**config.mk**
```make
export PLATFORM = sky130hd
export DESIGN_NAME = mem_handshake_unit
export DESIGN_NICKNAME = d
export VERILOG_FILES = /design/src/rtl/cpu_mem_pkg.sv /design/src/rtl/byte_lane_steer.sv /design/src/rtl/mem_handshake_unit.sv
export SDC_FILE = /design/constraint.sdc
export NUM_CORES = 1
export LEC_CHECK = 0
export ABC_CLOCK_PERIOD_IN_PS = 2600
export CAP_MARGIN = 5
export CORE_MARGIN = 3
export CORE_UTILIZATION = 43
export DETAILED_ROUTE_END_ITERATION = 6
export HOLD_SLACK_MARGIN = 0.05
export PLACE_DENSITY_LB_ADDON = 0.05
export SLEW_MARGIN = 20
export SYNTH_ARGS = -nofsm -noshare
export SYNTH_HDL_FRONTEND = slang
export SYNTH_SLANG_ARGS = --single-unit
```
**constraint.sdc**
```tcl
create_clock -name Clk -period 2.6 [get_ports Clk]
set_input_delay 0.39 -clock Clk [delete_from_list [all_inputs] [get_ports Clk]]
set_output_delay 0.39 -clock Clk [all_outputs]
set_load 0.02 [all_outputs]
```
**src/rtl/cpu_mem_pkg.sv**
```systemverilog
//------------------------------------------------------------------------------
// Module   : cpu_mem_pkg
// Purpose  : Shared state encoding and control constants for the CPU/memory handshake.
// Revision : 1.0
//------------------------------------------------------------------------------
`default_nettype none

package cpu_mem_pkg;

    typedef enum logic [1:0] {
        IDLE   = 2'd0,
        ACCESS = 2'd1,
        DONE   = 2'd2
    } state_e;

    localparam logic RW_READ  = 1'b1;
    localparam logic RW_WRITE = 1'b0;
    localparam logic WB_WORD  = 1'b1;
    localparam logic WB_BYTE  = 1'b0;

    localparam int NUM_LANES = 4;
    localparam int BUS_W     = NUM_LANES * 8;

endpackage

`default_nettype wire

```
**src/rtl/byte_lane_steer.sv**
```systemverilog
//------------------------------------------------------------------------------
// Module   : byte_lane_steer
// Purpose  : Byte-enable generation, write-data replication and read-lane extraction.
// Revision : 1.0
//------------------------------------------------------------------------------
`default_nettype none

module byte_lane_steer
    import cpu_mem_pkg::*;
(
    input  logic [1:0]       lane,
    input  logic             word_byte,
    input  logic [BUS_W-1:0] wdata_in,
    input  logic [BUS_W-1:0] rdata_in,
    output logic [3:0]       be,
    output logic [BUS_W-1:0] wdata_out,
    output logic [BUS_W-1:0] rdata_out
);

    logic [7:0] lane_byte;

    always_comb begin
        lane_byte = rdata_in[8*lane +: 8];
        if (word_byte == WB_WORD) begin
            be        = 4'hF;
            wdata_out = wdata_in;
            rdata_out = rdata_in;
        end else begin
            be        = 4'b0001 << lane;
            wdata_out = {NUM_LANES{wdata_in[7:0]}};
            rdata_out = {{(BUS_W-8){1'b0}}, lane_byte};
        end
    end

endmodule

`default_nettype wire

```
**src/rtl/mem_handshake_unit.sv**
```systemverilog
//------------------------------------------------------------------------------
// Module   : mem_handshake_unit
// Purpose  : Turns the MFA/MFC handshake into a registered mem_req/mem_ack bus cycle.
// Revision : 1.0
//------------------------------------------------------------------------------
`default_nettype none

module mem_handshake_unit
    import cpu_mem_pkg::*;
#(
    parameter int ADDR_W  = 32,
    parameter int DATA_W  = 32,
    parameter int TIMEOUT = 16
) (
    input  logic              Clk,
    input  logic              Reset,
    input  logic              MFA,
    input  logic              READ_WRITE,
    input  logic              WORD_BYTE,
    input  logic [ADDR_W-1:0] Address,
    input  logic [DATA_W-1:0] DataIn,
    output logic [DATA_W-1:0] DataOut,
    output logic              MFC,
    output logic              BusErr,
    output logic              mem_req,
    output logic              mem_we,
    output logic [3:0]        mem_be,
    output logic [ADDR_W-1:0] mem_addr,
    output logic [DATA_W-1:0] mem_wdata,
    input  logic [DATA_W-1:0] mem_rdata,
    input  logic              mem_ack
);

    localparam logic [7:0] TO_LAST = 8'(TIMEOUT - 1);

    state_e            state_q, state_d;
    logic [7:0]        cnt_q, cnt_d;
    logic              rw_q, rw_d;
    logic              wb_q, wb_d;
    logic [1:0]        lane_q, lane_d;
    logic [DATA_W-1:0] dout_q, dout_d;
    logic              mfc_q, mfc_d;
    logic              berr_q, berr_d;
    logic              req_q, req_d;
    logic              we_q, we_d;
    logic [3:0]        be_q, be_d;
    logic [ADDR_W-1:0] addr_q, addr_d;
    logic [DATA_W-1:0] wdata_q, wdata_d;

    logic [1:0]        steer_lane;
    logic              steer_wb;
    logic [3:0]        steer_be;
    logic [DATA_W-1:0] steer_wdata;
    logic [DATA_W-1:0] steer_rdata;

    // While idle the steering sees the live request; afterwards it sees the latched one.
    assign steer_lane = (state_q == IDLE) ? Address[1:0] : lane_q;
    assign steer_wb   = (state_q == IDLE) ? WORD_BYTE    : wb_q;

    byte_lane_steer u_steer (
        .lane      (steer_lane),
        .word_byte (steer_wb),
        .wdata_in  (DataIn),
        .rdata_in  (mem_rdata),
        .be        (steer_be),
        .wdata_out (steer_wdata),
        .rdata_out (steer_rdata)
    );

    always_comb begin
        state_d = state_q;
        cnt_d   = cnt_q;
        rw_d    = rw_q;
        wb_d    = wb_q;
        lane_d  = lane_q;
        dout_d  = dout_q;
        mfc_d   = mfc_q;
        berr_d  = berr_q;
        req_d   = req_q;
        we_d    = we_q;
        be_d    = be_q;
        addr_d  = addr_q;
        wdata_d = wdata_q;

        case (state_q)
            IDLE: begin
                if (MFA) begin
                    rw_d   = READ_WRITE;
                    wb_d   = WORD_BYTE;
                    lane_d = Address[1:0];
                    if (WORD_BYTE == WB_WORD && Address[1:0] != 2'b00) begin
                        state_d = DONE;
                        mfc_d   = 1'b1;
                        berr_d  = 1'b1;
                    end else begin
                        state_d = ACCESS;
                        cnt_d   = 8'd0;
                        req_d   = 1'b1;
                        we_d    = ~READ_WRITE;
                        be_d    = steer_be;
                        addr_d  = {Address[ADDR_W-1:2], 2'b00};
                        wdata_d = steer_wdata;
                    end
                end
            end
            ACCESS: begin
                // An ack on the timeout edge still counts as a successful access.
                if (mem_ack) begin
                    state_d = DONE;
                    req_d   = 1'b0;
                    we_d    = 1'b0;
                    be_d    = 4'h0;
                    mfc_d   = 1'b1;
                    berr_d  = 1'b0;
                    if (rw_q == RW_READ) begin
                        dout_d = steer_rdata;
                    end
                end else if (cnt_q == TO_LAST) begin
                    state_d = DONE;
                    req_d   = 1'b0;
                    we_d    = 1'b0;
                    be_d    = 4'h0;
                    mfc_d   = 1'b1;
                    berr_d  = 1'b1;
                end else begin
                    cnt_d = cnt_q + 8'd1;
                end
            end
            DONE: begin
                if (!MFA) begin
                    state_d = IDLE;
                    mfc_d   = 1'b0;
                    berr_d  = 1'b0;
                    cnt_d   = 8'd0;
                end
            end
            default: begin
                state_d = IDLE;
            end
        endcase
    end

    always_ff @(posedge Clk or negedge Reset) begin
        if (!Reset) begin
            state_q <= IDLE;
            cnt_q   <= 8'd0;
            rw_q    <= 1'b0;
            wb_q    <= 1'b0;
            lane_q  <= 2'b00;
            dout_q  <= '0;
            mfc_q   <= 1'b0;
            berr_q  <= 1'b0;
            req_q   <= 1'b0;
            we_q    <= 1'b0;
            be_q    <= 4'h0;
            addr_q  <= '0;
            wdata_q <= '0;
        end else begin
            state_q <= state_d;
            cnt_q   <= cnt_d;
            rw_q    <= rw_d;
            wb_q    <= wb_d;
            lane_q  <= lane_d;
            dout_q  <= dout_d;
            mfc_q   <= mfc_d;
            berr_q  <= berr_d;
            req_q   <= req_d;
            we_q    <= we_d;
            be_q    <= be_d;
            addr_q  <= addr_d;
            wdata_q <= wdata_d;
        end
    end

    assign DataOut   = dout_q;
    assign MFC       = mfc_q;
    assign BusErr    = berr_q;
    assign mem_req   = req_q;
    assign mem_we    = we_q;
    assign mem_be    = be_q;
    assign mem_addr  = addr_q;
    assign mem_wdata = wdata_q;

endmodule

`default_nettype wire

```
==> impl_metrics.env, run 1 <==
export IMPL_outcome="finished, final reports clean"
export IMPL_final_cells=773
export IMPL_synth_simple_gate_area_share_pct=7.82
export IMPL_layout_drive_gt1_share_pct=15.6
export IMPL_rsz0062_at_grt="no"
export IMPL_cp_end_kind="register"
export IMPL_synthAdderAreaFrac_pct=0.257
export IMPL_fin_skew_ps=7.16
export IMPL_min_period_ps=2290
export IMPL_synth_cell_type_count=43
export IMPL_cts_resized_gates=0
export IMPL_regToRegSetupSlack_ps=310
export IMPL_port_buffers=203
export IMPL_crit_path_max_fanout=11
export IMPL_drc=0
export IMPL_crit_buf_inv=1
export IMPL_grt_pass1_vias=4153
export IMPL_grt_pass1_wl_mm=22.3
export IMPL_yosys_warnings=0
export IMPL_synth_mux_area_share_pct=12.1
export IMPL_p_leak_nw=3.33
export IMPL_design_die_area_mm2=0.0126
export IMPL_cts_tree="done"
export IMPL_crit_type="reg2reg"
export IMPL_layout_commonest_cell="clkdlybuf4s50_1"
export IMPL_place_inst=741
export IMPL_r2r_end="DataOut[7]$_DFFE_PN0P_"
export IMPL_antenna_found_initial=0
export IMPL_cts_sinks=116
export IMPL_grt_max_degree=57
export IMPL_synthXorXnorAreaFrac_pct=1.08
export IMPL_drtIter0Drc=197
export IMPL_crit_slowest_cell="dfrtp_1"
export IMPL_clkLatencyLatePin_ps=400
export IMPL_mostFrequentLayoutCells="202 x clkdlybuf4s50_1, 116 x dfrtp_1, 50 x mux2_2, 46 x nand2_1, 33 x o21ai_0"
export IMPL_root_buffer="clkbuf_16"
export IMPL_yosysSeqAreaShare_pct=59.7
export IMPL_die_w_um=112
export IMPL_viasPerCell=5.16
export IMPL_ff2ff_path_depth=6
export IMPL_hold_class="in2async"
export IMPL_ir_worst_vdd_uv=744
export IMPL_gp_congestion=0.824
export IMPL_critical_path_arrival_ps=2550
export IMPL_grt_usage_pct=22.5
export IMPL_tightest_slew_ps=730
export IMPL_drtAntennaViolNets=0
export IMPL_ioPinCount=206
export IMPL_finalSetupViolations=0
export IMPL_fmax_ghz=0.436
export IMPL_required_ps=2860
export IMPL_utilization_pct=70.8
export IMPL_finalCritPeriodShare_pct=88.1
export IMPL_crit_family="multiplexers"
export IMPL_drv_cap=0
export IMPL_routedWlPerCell_um=18.0
export IMPL_ctsHtreeMaxLevel=4
export IMPL_finalSetupTns_ps=0
export IMPL_drv_slew=0
export IMPL_p_per_area_mw_per_mm2=1330
export IMPL_cts_buffer_depth=2
export IMPL_routed_wl_mm=13.9
export IMPL_dieHeight_um=112
export IMPL_rows=38
export IMPL_final_nets=723
export IMPL_hold_violations=0
export IMPL_relSlewSlack_pct=51.3
export IMPL_grt_overflow=0
export IMPL_synth_compound_area_share_pct=15.8
export IMPL_initial_core_util_pct=44.5
export IMPL_crit_chain="nor2_2 > mux2i_2 > buf_4 > mux2_2 > a222oi_1 > o21ai_1"
export IMPL_num_vias=3989
export IMPL_diodes=0
export IMPL_core_area_mm2=0.0109
export IMPL_dp_hpwl_mm=9.96
export IMPL_post_cts_buffers=0
export IMPL_ys_ff_latch=116
export IMPL_avgSynthCellArea_um2=11.9
export IMPL_cts_buffers=17
export IMPL_cp_slowest_stage_delay_ps=480
export IMPL_fillCellCount=859
export IMPL_synth_top_family_by_area="compound AO/OA/AOI/OAI gates"
export IMPL_syn_cell_area_mm2=0.00486
export IMPL_start_kind="register"
export IMPL_holdBufCountCts=0
export IMPL_synthToLayoutAreaGrowth_pct=59.1
export IMPL_syn_inst=408
export IMPL_drt_first_pass_iters=7
export IMPL_rr_startpoint="state_q[1]$_DFFE_PN0P_"
export IMPL_clkTransAtPathRegs_ps=60
-- flip-flops by register name (all words and copies together) (netlist names) --
signal,cells
BusErr,1
DataOut,32
MFC,1
cnt_q,8
lane_q,2
mem_addr,30
mem_be,4
mem_req,1
mem_wdata,32
mem_we,1
rw_q,1
state_q,2
wb_q,1
-- layout make-up --
cell class                 instances  area (um2)  share of cell area, %
tap                              140         175                   2.26
sequential                       116        2900                   37.5
timing repair buffer             216        2160                   28.0
inverter                           9        33.8                  0.436
clock inverter                    10         178                   2.30
multi-input combinational        260        1820                   23.5
clock buffer                      22         464                   6.00
-- metrics by stage --
| step | setup WS [ps] | area, um2 | hold WS [ps] | power, mW |
|---|---|---|---|---|
| 2_1_floorplan | 761 | 4870 | 94.4 | 5.54 |
| 3_3_place_gp | 317 | 7100 | 462 | 7.69 |
| 3_5_place_dp | 244 | 7100 | 472 | 7.80 |
| 4_1_cts | 292 | 7740 | 63.1 | 10.4 |
| 5_1_grt | 76.7 | 7740 | 87.9 | 10.9 |
| 6_report | 308 | 7740 | 34.4 | 10.3 |
-- power by group --
group | leakage (nW) | switching [mW] | internal [mW]
Clock | 0.314 | 0.789 | 1.74
Sequential | 1.45 | 0.468 | 2.63
Combinational | 1.56 | 2.33 | 2.33
-- worst register-to-register path, stage by stage (launching register included) --
cell and delay [ps]:
dfrtp_1 480, nor2_2 410, mux2i_2 270, buf_4 210
mux2_2 360, a222oi_1 310, o21ai_1 120
-- how the worst max path moves through the flow --
stage	slack [ps]	to	depth (start not counted)	startpoint
3_3_place_gp	320	DataOut[3]$_DFFE_PN0P_	6	state_q[1]$_DFFE_PN0P_
6_report	310	DataOut[7]$_DFFE_PN0P_	6	state_q[1]$_DFFE_PN0P_
2_1_floorplan	760	DataOut[0]$_DFFE_PN0P_	5	state_q[0]$_DFFE_PN0P_
4_1_cts	290	DataOut[7]$_DFFE_PN0P_	6	state_q[1]$_DFFE_PN0P_
3_5_place_dp	240	cnt_q[0]$_DFFE_PN0P_	6	Address[1]
5_1_grt	80	DataOut[7]$_DFFE_PN0P_	6	state_q[1]$_DFFE_PN0P_
-- per-layer routing --
metal  global-route usage (%)  vias to the layer above  share of wire (%)
met5                        0                        -                  0
met1                     27.8                     1940                 40
met3                     7.33                       15                7.6
li1                         -                     1892                  -
met4                     7.05                        0                1.5
met2                     37.6                      142                 51
-- cells in the mapped netlist, drive strengths merged --
library cell / instances / area share (%)
a2111oi: 1 / 0.18
a211oi: 1 / 0.15
a21boi: 1 / 0.15
a21o: 1 / 0.15
a21oi: 30 / 3.2
a222oi: 8 / 1.6
a22o: 24 / 4.3
a311oi: 1 / 0.18
a31o: 1 / 0.18
and2: 10 / 1.3
and3: 2 / 0.26
buf: 17 / 2.0
clkbuf: 7 / 0.54
conb: 1 / 0.077
dfrtp: 116 / 60
ha: 1 / 0.26
inv: 9 / 0.69
mux2: 50 / 12
mux2i: 2 / 0.49
nand2: 46 / 3.5
nand2b: 1 / 0.13
nand3: 2 / 0.21
nand3b: 3 / 0.46
nand4: 1 / 0.13
nand4b: 1 / 0.18
nor2: 11 / 0.90
nor2b: 2 / 0.26
nor3b: 1 / 0.15
nor4: 1 / 0.13
o21a: 1 / 0.15
o21ai: 42 / 4.3
o22ai: 4 / 0.51
o311ai: 1 / 0.54
o31ai: 1 / 0.15
or3b: 1 / 0.18
xor2: 6 / 1.1
-- logic make-up (layout without fill, tap and decap cells) --
kind of cell,Yosys count,after routing
multiplexers,52,52
flip-flops,116,116
adder cells (fa/ha/maj),1,1
buffers and inverters,33,257
AO/OA/AOI/OAI,117,117
AND/OR/NAND/NOR,82,82
other,1,2
XOR/XNOR,6,6
Note: power is estimated with default switching activity, not from simulation.
==> inputs of run 2 (changes only) <==
--- a/config.mk
+++ b/config.mk
@@ -5,7 +5,7 @@
 export SDC_FILE = /design/constraint.sdc
 export NUM_CORES = 1
 export LEC_CHECK = 0
-export ABC_CLOCK_PERIOD_IN_PS = 2600
+export ABC_CLOCK_PERIOD_IN_PS = 2340
 export CAP_MARGIN = 5
 export CORE_MARGIN = 3
 export CORE_UTILIZATION = 43
==> constraint.sdc (replaced) <==
create_clock -name Clk -period 2.34 [get_ports Clk]
set_input_delay 0.351 -clock Clk [delete_from_list [all_inputs] [get_ports Clk]]
set_output_delay 0.351 -clock Clk [all_outputs]
set_load 0.01 [all_outputs]
==> impl_metrics.env, run 2 (synthesized netlist as in run 1, its figures left out) <==
export IMPL_finalSetupViolations=0
export IMPL_clkTransAtPathRegs_ps=50
export IMPL_dp_slack_ps=126
export IMPL_fin_total_pwr_mw=10.6
export IMPL_ctsHtreeMaxLevel=4
export IMPL_cp_slowest_stage_delay_ps=400
export IMPL_cts_sinks=116
export IMPL_start_kind="register"
export IMPL_grt_pass1_vias=4111
export IMPL_relSlewSlack_pct=55.2
export IMPL_rsz0062_at_grt="no"
export IMPL_initial_core_util_pct=44.5
export IMPL_ir_worst_vdd_uv=690
export IMPL_tightest_slew_ps=667
export IMPL_required_ps=2610
export IMPL_final_nets=729
export IMPL_drc=0
export IMPL_final_cells=779
export IMPL_post_cts_buffers=0
export IMPL_min_period_ps=2080
export IMPL_fin_skew_ps=5.53
export IMPL_hold_class="in2async"
export IMPL_drtIter0Drc=291
export IMPL_design_area_mm2=0.00775
export IMPL_drv_slew=0
export IMPL_port_buffers=203
export IMPL_cts_tree="done"
export IMPL_p_per_area_mw_per_mm2=1370
export IMPL_fmax_ghz=0.481
export IMPL_design_die_area_mm2=0.0126
export IMPL_core_area_mm2=0.0109
export IMPL_mostFrequentLayoutCells="202 x clkdlybuf4s50_1, 116 x dfrtp_1, 50 x mux2_2, 46 x nand2_1, 33 x o21ai_0"
export IMPL_drtAntennaViolNets=0
export IMPL_grt_usage_pct=21.9
export IMPL_routedWlPerCell_um=17.4
export IMPL_ioPinCount=206
export IMPL_crit_family="multiplexers"
export IMPL_crit_slowest_cell="dfrtp_1"
export IMPL_diodes=0
export IMPL_drt_first_pass_iters=5
export IMPL_grt_pass1_wl_mm=22.0
export IMPL_outcome="finished, final reports clean"
export IMPL_layout_drive_gt1_share_pct=16.1
export IMPL_hold_violations=0
export IMPL_gp_congestion=0.816
export IMPL_root_buffer="clkbuf_16"
export IMPL_viasPerCell=5.25
export IMPL_synthToLayoutAreaGrowth_pct=59.2
export IMPL_dp_hpwl_mm=10.0
export IMPL_antenna_found_initial=0
export IMPL_layout_commonest_cell="clkdlybuf4s50_1"
export IMPL_place_inst=746
export IMPL_crit_path_max_fanout=9
export IMPL_crit_type="reg2reg"
export IMPL_grt_overflow=0
export IMPL_die_w_um=112
export IMPL_finalCritPeriodShare_pct=88.9
export IMPL_cp_end_kind="register"
export IMPL_dieHeight_um=112
export IMPL_critical_path_arrival_ps=2350
export IMPL_cts_buffer_depth=2
export IMPL_clkLatencyLatePin_ps=400
export IMPL_p_leak_nw=3.33
export IMPL_crit_chain="nor2_4 > mux2i_2 > buf_4 > mux2_2 > a222oi_1 > o21ai_1"
export IMPL_setup_slack_ps=260
export IMPL_grt_max_degree=61
export IMPL_placed_area_mm2=0.00714
export IMPL_finalSetupTns_ps=0
export IMPL_cts_buffers=17
export IMPL_rows=38
export IMPL_drv_cap=0
export IMPL_routed_wl_mm=13.6
export IMPL_crit_buf_inv=1
export IMPL_num_vias=4089
==> run 2: cell types whose count changed in the layout (fill, tap and decap cells not counted), sizes merged <==
cell and delta:
buf +5, clkbuf +1, dlygate4sd3 +1, clkinvlp +2, bufinv -2, clkinv -1
==> run 2: layout make-up <==
cell class              count  area, um2
clock buffers              23        468
clock inverters             9        128
fillers                   832       3190
inverters                   9       33.8
multi-input cells         260       1830
flip-flops and latches    116       2900
well taps                 140        175
repair buffers            222       2210
==> run 2: metal layers <==
metal | track usage, % | wire length, um
met5 | 0 | 0
met4 | 7.53 | 264
met2 | 36.6 | 6830
met1 | 27.1 | 5500
met3 | 6.52 | 962
==> run 2: report_power, final <==
group	internal, mW	total [mW]	switching (mW)	leakage [nW]
Clock	1.72	2.59	0.863	0.283
Combinational	2.63	4.57	1.94	1.59
Sequential	2.92	3.43	0.507	1.45
Total	7.27	10.6	3.31	3.33
==> run 2: worst paths after layout <==
path                                            from                        end  slack, ps  cells past startpoint
setup / recovery              state_q[0]$_DFFE_PN0P_     DataOut[2]$_DFFE_PN0P_        260                      6
min in group Clk           mem_wdata[26]$_DFFE_PN0P_  mem_wdata[26]$_DFFE_PN0P_        470                      2
setup reg to reg              state_q[0]$_DFFE_PN0P_     DataOut[2]$_DFFE_PN0P_        260                      6
max in group asynchronous                      Reset   mem_wdata[3]$_DFFE_PN0P_       1160                      3
hold reg to reg            mem_wdata[26]$_DFFE_PN0P_  mem_wdata[26]$_DFFE_PN0P_        470                      2
hold / removal                                 Reset   mem_addr[18]$_DFFE_PN0P_        460                      2
==> run 2: through the flow <==
| step | hold slack (ps) | util, % |
|---|---|---|
| finish | 455 | 70.8 |
| global route | 492 | 70.8 |
| CTS | 466 | 70.8 |
| detailed placement | 350 | 65.3 |
| global placement | 347 | 65.3 |
| floorplan | 55.4 | - |
==> run 2: timing repair <==
| action | CTS | global route |
|---|---|---|
| hold buffers | 1 | 0 |
| gates resized for setup | 0 | 1 |
| endpoints found under the setup margin | 0 | 3 |
| hold endpoints to repair | 36 | 0 |
==> inputs of run 3 (changes only) <==
--- a/config.mk
+++ b/config.mk
@@ -5,6 +5,7 @@
 export SDC_FILE = /design/constraint.sdc
 export NUM_CORES = 1
 export LEC_CHECK = 0
+export ABC_AREA = 1
 export ABC_CLOCK_PERIOD_IN_PS = 2340
 export CAP_MARGIN = 5
 export CORE_MARGIN = 3
==> impl_metrics.env, run 3 <==
export IMPL_ys_ff_latch=116
export IMPL_start_kind="register"
export IMPL_port_buffers=203
export IMPL_dp_hpwl_mm=11.1
export IMPL_async_flop_share_pct=100
export IMPL_finalSetupViolations=0
export IMPL_root_buffer="clkbuf_16"
export IMPL_cts_buffer_depth=2
export IMPL_fin_skew_ps=10.4
export IMPL_routedWlPerCell_um=16.0
export IMPL_initial_core_util_pct=44.4
export IMPL_synth_cell_type_count=29
export IMPL_ioPinCount=206
export IMPL_hold_class="in2async"
export IMPL_rows=39
export IMPL_grt_pass1_vias=4909
export IMPL_utilization_pct=68.9
export IMPL_regToRegSetupSlack_ps=470
export IMPL_dieHeight_um=115
export IMPL_core_area_mm2=0.0115
export IMPL_synth_edf_count=0
export IMPL_place_inst=928
export IMPL_setup_slack_ps=471
export IMPL_drtAntennaViolNets=0
export IMPL_dp_slack_ps=302
export IMPL_crit_path_max_fanout=18
export IMPL_fillCellCount=916
export IMPL_finalSetupTns_ps=0
export IMPL_yosys_area_top_type="dfrtp_1"
export IMPL_syn_cell_area_mm2=0.00512
export IMPL_routed_wl_mm=15.4
export IMPL_fmax_ghz=0.535
export IMPL_drtIter0Drc=355
export IMPL_crit_type="reg2reg"
export IMPL_outcome="finished, final reports clean"
export IMPL_relSlewSlack_pct=60.0
export IMPL_min_period_ps=1870
export IMPL_grt_usage_pct=23.9
export IMPL_cts_buffers=17
export IMPL_final_cells=961
export IMPL_design_die_area_mm2=0.0132
export IMPL_rsz0062_at_grt="no"
export IMPL_cts_tree="done"
export IMPL_ir_worst_vdd_uv=658
export IMPL_diodes=0
export IMPL_drv_slew=0
export IMPL_gr_usage_met2_pct=37.3
export IMPL_gp_congestion=0.878
export IMPL_num_vias=4841
export IMPL_gr_max_usage_layer="met2"
export IMPL_grt_max_degree=51
export IMPL_mostFrequentLayoutCells="268 x nand2_1, 202 x clkdlybuf4s50_1, 116 x dfrtp_1, 57 x nand3_1, 25 x a21oi_1"
export IMPL_post_cts_buffers=0
export IMPL_cts_sinks=116
export IMPL_layout_commonest_cell="nand2_1"
export IMPL_clkLatencyLatePin_ps=410
export IMPL_p_per_area_mw_per_mm2=1380
export IMPL_required_ps=2630
export IMPL_cp_end_kind="register"
export IMPL_avgSynthCellArea_um2=8.58
export IMPL_final_nets=908
export IMPL_synth_top_flop_cell="dfrtp_1"
export IMPL_tightest_slew_ps=598
export IMPL_synthToLayoutAreaGrowth_pct=55.2
export IMPL_ff2ff_path_depth=6
export IMPL_synth_most_common_cell="nand2_1"
export IMPL_layout_drive_gt1_share_pct=7.70
export IMPL_grt_pass1_wl_mm=24.7
export IMPL_ctsHtreeMaxLevel=4
export IMPL_met1_usage_pct=30.2
export IMPL_drt_first_pass_iters=5
export IMPL_p_leak_nw=3.78
export IMPL_synth_area_leaders="dfrtp_1 57%, nand2_1 20%, nand3_1 5.6%"
export IMPL_antenna_found_initial=0
export IMPL_grtUsageMet3_pct=10.3
export IMPL_yosysSeqAreaShare_pct=56.7
export IMPL_drv_cap=0
export IMPL_synth_top_area_share_pct=56.7
export IMPL_grt_overflow=0
export IMPL_viasPerCell=5.04
export IMPL_yosys_warnings=0
export IMPL_finalCritPeriodShare_pct=79.9
export IMPL_ys_top_cells_by_count="268 x nand2_1, 116 x dfrtp_1, 57 x nand3_1"
export IMPL_hold_violations=0
export IMPL_critical_path_arrival_ps=2160
export IMPL_syn_inst=596
export IMPL_clkTransAtPathRegs_ps=60
export IMPL_drc=0
export IMPL_die_w_um=115
==> run 3: cell count changes after synthesis, sizes merged, moves of 8 or more <==
cell / change
a222oi: -8
a2bb2oi: +24
nand2: +228
nand3: +56
a22o: -24
nor2: +8
o21ai: -24
and2: -10
mux2: -49
inv: +13
==> run 3: worst paths after layout <==
kind                                         from                       end
setup / recovery           state_q[0]$_DFFE_PN0P_    DataOut[0]$_DFFE_PN0P_
hold / removal                              Reset      cnt_q[7]$_DFFE_PN0P_
setup reg to reg           state_q[0]$_DFFE_PN0P_    DataOut[0]$_DFFE_PN0P_
hold reg to reg             mem_be[1]$_DFFE_PN0P_     mem_be[1]$_DFFE_PN0P_
max in group asynchronous                   Reset  mem_wdata[9]$_DFFE_PN0P_
min in group Clk            mem_be[1]$_DFFE_PN0P_     mem_be[1]$_DFFE_PN0P_
==> run 3: timing repair <==
item	CTS	global route
gates resized for setup	0	0
hold endpoints to repair	31	0
hold buffers	1	0
==> run 3: logic make-up (layout without fill, tap and decap cells) <==
kind of cell,count (synthesis),count (layout),share of synthesized area [%]
muxes,1,1,0.220
buffers and inverters,49,270,4.72
xor gates and xnor gates,2,2,0.342
DFF,116,116,56.7
and+or+nand+nor,357,357,28.8
other,1,2,0.0733
AOI/OAI and AO/OA,69,69,8.88
adders and majority gates,1,1,0.245
==> run 3: where the power goes <==
group	switching (mW)	internal, mW	leakage (nW)
Sequential	0.554	2.90	1.43
Combinational	2.34	2.34	2.03
Clock	0.893	1.92	0.319
==> run 3: through the flow <==
step	hold slack [ps]	cell area [um2]	power, mW
floorplan	55.4	5120	5.71
global placement	321	7280	8.08
detailed placement	327	7280	8.15
CTS	439	7940	11.0
global route	451	7940	11.6
finish	427	7940	10.9
==> run 3: layout make-up <==
| cell class | count | area (um2) | area share [%] |
|---|---|---|---|
| flip-flops and latches | 116 | 2900 | 36.6 |
| repair buffers | 216 | 2150 | 27.1 |
| multi-input cells | 432 | 1980 | 24.9 |
| clock buffers | 23 | 498 | 6.27 |
| well taps | 143 | 179 | 2.25 |
| clock inverters | 9 | 148 | 1.86 |
| inverters | 22 | 82.6 | 1.04 |
==> run 3: metal layers <==
metal / vias to the layer above / part of all wire (%) / wire length, um
met1: 2267 / 41 / 6350
met5: - / 0 / 0
met4: 0 / 1.7 / 262
li1: 2345 / - / -
met3: 20 / 9.9 / 1520
met2: 209 / 47 / 7250
==> run 3: worst max-delay path: stages (launching register included) <==
cell	delay (ps)
dfrtp_1	430
nor2_2	330
nand2_1	150
o21ai_4	260
nand2_2	270
a21oi_1	210
a21oi_1	100
